$ cat src/rtl/gray_sync_to_bin_if.sv
// rtl/gray_sync_to_bin_if.sv - signal bundle between a Gray pointer source and the receive-side decoder
interface gray_sync_to_bin_if #(
   parameter int WIDTH = 4
);
   logic [WIDTH-1:0] gray_in;
   logic             en;
   logic             err_clr;
   logic [WIDTH-1:0] bin_out;
   logic             bin_vld;
   logic             step;
   logic [WIDTH-1:0] delta;
   logic             err;

   modport master (
      output gray_in, en, err_clr,
      input  bin_out, bin_vld, step, delta, err
   );

   modport slave (
      input  gray_in, en, err_clr,
      output bin_out, bin_vld, step, delta, err
   );
endinterface

$ cat src/rtl/gray_sync_to_bin.sv
// rtl/gray_sync_to_bin.sv - synchronise a foreign-domain Gray pointer, decode to binary, report delta
// Optional sticky multi-bit-transition detector enabled by GRAY_SYNC_ERR_CHECK_EN.
module gray_sync_to_bin #(
   parameter int WIDTH       = 4,
   parameter int SYNC_STAGES = 2
) (
   input  logic               clk,
   input  logic               rst_n,
   gray_sync_to_bin_if.slave  bus
);
   localparam int CW = $clog2(SYNC_STAGES + 1);

   typedef enum logic {S_FILL, S_RUN} state_t;

   state_t           r_state;
   logic [CW-1:0]    r_fill;
   logic [WIDTH-1:0] r_sync [SYNC_STAGES];
   logic [WIDTH-1:0] r_bin_out;
   logic [WIDTH-1:0] r_delta;
   logic             r_bin_vld;
   logic             r_step;
   logic [WIDTH-1:0] w_gs;
   logic [WIDTH-1:0] w_bin;

   // Plain flop chain; nothing may sit between stages or metastability settling time is lost.
   always_ff @(posedge clk or negedge rst_n) begin
      if (!rst_n) begin
         for (int i = 0; i < SYNC_STAGES; i++) r_sync[i] <= '0;
      end else begin
         r_sync[0] <= bus.gray_in;
         for (int i = 1; i < SYNC_STAGES; i++) r_sync[i] <= r_sync[i-1];
      end
   end

   assign w_gs = r_sync[SYNC_STAGES-1];

   for (genvar gi = 0; gi < WIDTH; gi++) begin : g_dec
      assign w_bin[gi] = ^w_gs[WIDTH-1:gi];
   end

   always_ff @(posedge clk or negedge rst_n) begin
      if (!rst_n) begin
         r_state   <= S_FILL;
         r_fill    <= '0;
         r_bin_out <= '0;
         r_bin_vld <= 1'b0;
         r_step    <= 1'b0;
         r_delta   <= '0;
      end else begin
         case (r_state)
            S_FILL: begin
               r_step  <= 1'b0;
               r_delta <= '0;
               if (r_fill == CW'(SYNC_STAGES)) begin
                  r_bin_out <= w_bin;
                  r_bin_vld <= 1'b1;
                  r_state   <= S_RUN;
               end else begin
                  r_fill <= r_fill + CW'(1);
               end
            end
            S_RUN: begin
               // While en is low bin_out is frozen, so the next accepted delta spans the whole gap.
               if (bus.en) begin
                  r_bin_out <= w_bin;
                  r_step    <= (w_bin != r_bin_out);
                  r_delta   <= (w_bin != r_bin_out) ? (w_bin - r_bin_out) : '0;
               end else begin
                  r_step  <= 1'b0;
                  r_delta <= '0;
               end
            end
         endcase
      end
   end

   assign bus.bin_out = r_bin_out;
   assign bus.bin_vld = r_bin_vld;
   assign bus.step    = r_step;
   assign bus.delta   = r_delta;

`ifdef GRAY_SYNC_ERR_CHECK_EN
   logic [WIDTH-1:0] r_gprev;
   logic             r_err;
   logic [WIDTH-1:0] w_gdiff;
   logic             w_viol;

   assign w_gdiff = w_gs ^ r_gprev;
   assign w_viol  = (r_state == S_RUN) && ($countones(w_gdiff) > 1);

   always_ff @(posedge clk or negedge rst_n) begin
      if (!rst_n) begin
         r_gprev <= '0;
         r_err   <= 1'b0;
      end else begin
         r_gprev <= w_gs;
         if (w_viol) begin
            r_err <= 1'b1;
         end else if (bus.err_clr) begin
            r_err <= 1'b0;
         end
      end
   end

   assign bus.err = r_err;
`else
   logic w_unused_err_clr;
   assign w_unused_err_clr = bus.err_clr;
   assign bus.err          = 1'b0;
`endif
endmodule

$ cat src/flat_wrapper.sv
// flat-port wrapper written by rule: the top's interface ports become plain ports
module gray_sync_to_bin_flat 
#(
   parameter int WIDTH       = 4,
   parameter int SYNC_STAGES = 2
)
  (clk, rst_n, bus_gray_in, bus_en, bus_err_clr, bus_bin_out, bus_bin_vld, bus_step, bus_delta, bus_err);
  gray_sync_to_bin_if #(.WIDTH(WIDTH)) bus_i ();
  input  logic clk;
  input  logic rst_n;
  input wire logic [$bits(bus_i.gray_in)-1:0] bus_gray_in;
  input wire logic [$bits(bus_i.en)-1:0] bus_en;
  input wire logic [$bits(bus_i.err_clr)-1:0] bus_err_clr;
  output wire logic [$bits(bus_i.bin_out)-1:0] bus_bin_out;
  output wire logic [$bits(bus_i.bin_vld)-1:0] bus_bin_vld;
  output wire logic [$bits(bus_i.step)-1:0] bus_step;
  output wire logic [$bits(bus_i.delta)-1:0] bus_delta;
  output wire logic [$bits(bus_i.err)-1:0] bus_err;
  assign bus_i.gray_in = bus_gray_in;
  assign bus_i.en = bus_en;
  assign bus_i.err_clr = bus_err_clr;
  assign bus_bin_out = bus_i.bin_out;
  assign bus_bin_vld = bus_i.bin_vld;
  assign bus_step = bus_i.step;
  assign bus_delta = bus_i.delta;
  assign bus_err = bus_i.err;
  gray_sync_to_bin #(.WIDTH(WIDTH), .SYNC_STAGES(SYNC_STAGES)) u_core (.clk(clk), .rst_n(rst_n), .bus(bus_i));
endmodule
$ cat config.mk
export PLATFORM = sky130hd
export DESIGN_NAME = gray_sync_to_bin_flat
export DESIGN_NICKNAME = d
export VERILOG_FILES = /design/src/rtl/gray_sync_to_bin_if.sv /design/src/rtl/gray_sync_to_bin.sv /design/src/flat_wrapper.sv
export SDC_FILE = /design/constraint.sdc
export NUM_CORES = 1
export LEC_CHECK = 0
export BUFFER_PORTS_ARGS = -buffer_cell sky130_fd_sc_hd__buf_2
export CELL_PAD_IN_SITES_DETAIL_PLACEMENT = 0
export CELL_PAD_IN_SITES_GLOBAL_PLACEMENT = 1
export CORE_ASPECT_RATIO = 1.75
export CORE_MARGIN = 2
export CORE_UTILIZATION = 36
export CTS_CLUSTER_DIAMETER = 50
export DETAILED_ROUTE_END_ITERATION = 10
export PLACE_DENSITY = 0.77
export SETUP_SLACK_MARGIN = 0.4
export SLEW_MARGIN = 20
export SYNTH_ARGS = -nofsm -noshare
export SYNTH_HDL_FRONTEND = slang
export SYNTH_SLANG_ARGS = --single-unit
$ cat constraint.sdc
create_clock -name clk -period 1.87 [get_ports clk]
set_clock_uncertainty 0.15 [all_clocks]
set_input_delay 0.374 -clock clk [delete_from_list [all_inputs] [get_ports clk]]
set_output_delay 0.374 -clock clk [all_outputs]
set_load 0.02 [all_outputs]
==> out/qor.yml <==
clocking:
  cts_buffers: 3
  clk_latency_ns: 0.25
  clockRootBuffer: "clkbuf_8"
  clock-sinks: 21
  cts_tree: "built"
  cts_buffer_depth: 2
  cts-htree-levels: 1
  cts.clk_slew.worst_paths_ns: 0.07
drt:
  vias: 520
  drc: 0
  vias_per_cell: 4.444
  first_pass_iters: 3
  ant_nets: 0
  drt-initial-drc-count: 14
  drt_wl_total_mm: 1.362
  wl_per_cell_um: 11.64
global_routing:
  antenna_found_initial: 0
  grt_max_degree: 22
  grt_pass1_wl_mm: 2.125
  grt_pass1_vias: 537
  grt_usage_pct: 11.57
  overflow: 0
place:
  numPortBuffers: 16
  hpwl_um: 960.7
  dpl-instance-area_um2: 973.4
  dp_slack_ns: -0.1985
  place.gp.congestion: 0.7123
timing:
  max_freq_mhz: 490.9
  hold_violations: 0
  finalWorstSetupSlack_ns: -0.1670
  finalSetupViolations: 4
  final_max_slew_viol_count: 0
  period_needed_ns: 2.037
  period_share_pct: 108.9
  rsz0062_at_grt: "true"
status:
  violations: "setup timing"
  status: "finished, violations left"
flow_run:
  maxCapViolCount: 0
final_layout:
  final_common_cell: "dfrtp_1"
  final_cell_mix: "dfrtp_1, buf_2, buf_4, inv_1"
  multi_input_area_um2: 329.1
  fillCellCount: 206
  drive_gt1_share_pct: 47.83
  fin_area_um2: 1137
  areaGrowthSynthToFinish_pct: 35.27
  register_area_um2: 525.5
  fin_nets: 106
  antenna_cells: 0
die:
  die_area_um2: 2753
  core_area_um2: 2245
  fp.dieH_um: 67.93
  start_util_pct: 37.46
  rows: 23
  dieWidth_um: 40.53
  ios: 19
setup_path:
  crit_type: "flip-flop to flip-flop"
  crit_fanout: 3
  startpoint_type: "flip-flop"
  worstSetupEndpointType: "flip-flop"
  crit_buf_inv: 1
  worstPathArrival_ns: 2.06
  slowest_stage: "dfrtp_1"
  max_stage_delay_ns: 0.40
  required_ns: 1.89
  path_delay_family: "simple AND/OR/NAND/NOR gates"
  crit_chain: "xor2_2 > xnor2_2 > inv_1 > ha_4 > nor2b_1 > o21ai_1 > nor3b_2 > nor3_2"
synth:
  syn-cell-area_um2: 840.8
  syn_area_per_cell_um2: 13.56
  synth_nets: 75
  synth_seq_area_share_pct: 62.50
  ys_ff_latch: 21
  synth_async_sr_flop_share_pct: 100.0
  synthDistinctLibCells: 24
  netlist_instances: 62
  synth-main-ff-cell: "dfrtp_1"
  synth-edff-count: 0
  yosys_warnings: 0
pwr:
  p_leak_nw: 0.5455
  peakVddDrop_v: 0.0007973
  powerDensity_nw_per_um2: 1010
  total_power_mw: 1.149
min_path:
  hold_class: "input pin to flip-flop"
-- layer usage --
metal | track usage (%) | wire length, um
met3 | 2.922 | 59
met5 | 0 | 0
met4 | 5.000 | 0
met1 | 10.56 | 480
met2 | 21.83 | 822
-- path summary, 6_finish.rpt --
check | slack (ns) | from | cells past startpoint | to
min | 0.07 | bus_gray_in[0] | 1 | u_core.r_sync[4]$_DFF_PN0_
max | -0.17 | u_core.w_gs[2]$_DFF_PN0_ | 8 | u_core.bus.delta[3]$_DFF_PN0_
max reg2reg | -0.17 | u_core.w_gs[2]$_DFF_PN0_ | 8 | u_core.bus.delta[3]$_DFF_PN0_
min in group asynchronous | 0.44 | rst_n | 2 | u_core.bus.delta[0]$_DFF_PN0_
max in group asynchronous | 0.82 | rst_n | 2 | u_core.w_gs[1]$_DFF_PN0_
min reg2reg | 0.20 | u_core.r_sync[5]$_DFF_PN0_ | 0 | u_core.w_gs[1]$_DFF_PN0_
-- worst reg2reg max path: stages (launching register included) --
cell	delay (ns)
dfrtp_1	0.40
xor2_2	0.20
xnor2_2	0.26
inv_1	0.12
ha_4	0.28
nor2b_1	0.12
o21ai_1	0.09
nor3b_2	0.17
nor3_2	0.19
-- cells by family (layout without fill, tap and decap cells) --
group / Yosys count / count (layout) / share of synthesized area, %
AOI/OAI and AO/OA: 5 / 5 / 4.316
and+or+nand+nor: 13 / 13 / 7.589
other: 1 / 1 / 0.4460
buffers and inverters: 8 / 38 / 4.018
DFF: 21 / 21 / 62.50
xor gates and xnor gates: 6 / 6 / 8.930
adders and majority gates: 5 / 5 / 8.334
muxes: 3 / 3 / 3.869
-- layout make-up --
type	instances	share of cell area, %
flip-flops and latches	21	46.20
multi-input cells	33	28.93
repair buffers	28	16.17
clock buffers	4	3.960
well taps	25	2.750
inverters	6	1.980
-- through the flow --
step           utilization (%)  setup TNS [ns]  instances  hold slack [ns]
2_1_floorplan                -         -0.3012         62         -0.07159
3_3_place_gp             43.37         -0.3216        105           0.1839
3_5_place_dp             43.37         -0.4500        105           0.1920
4_1_cts                  48.22         -0.4223        113          0.06877
5_1_grt                  50.67         -0.7895        117          0.06093
6_report                 50.67         -0.4592        117          0.07035
-- what timing repair did --
| item | CTS | global route |
|---|---|---|
| pin swaps | 4 | 6 |
| hold buffers | 1 | 0 |
| resized for setup | 8 | 4 |
| setup endpoints to repair | 7 | 9 |
| setup buffers | 3 | 4 |
| hold endpoints to repair | 21 | 0 |
-- registers in the layout, summed over array words and instances, names as in the netlist --
register,count
u_core.r_fill,2
u_core.bus.bin_vld,1
u_core.r_sync,4
u_core.bus.step,1
u_core.r_state,1
u_core.bus.delta,4
u_core.bus.bin_out,4
u_core.w_gs,4
-- power breakdown --
group / switching (mW) / internal, mW / total [mW]
combinational: 0.176 / 0.159 / 0.335
clock: 0.136 / 0.151 / 0.287
sequential: 0.0250 / 0.502 / 0.527
-- cell usage after synthesis, drive strengths merged, types with 2 or more instances --
master,instances,share of area [%]
ha,4,6.0
mux2,2,2.7
inv,6,2.7
dfrtp,21,62
xor2,3,4.9
o21ai,2,1.2
xnor2,3,4.0
nand2b,2,1.5
nor2,4,1.8
nand2,3,1.3
Power figures use the tool's default switching activity.
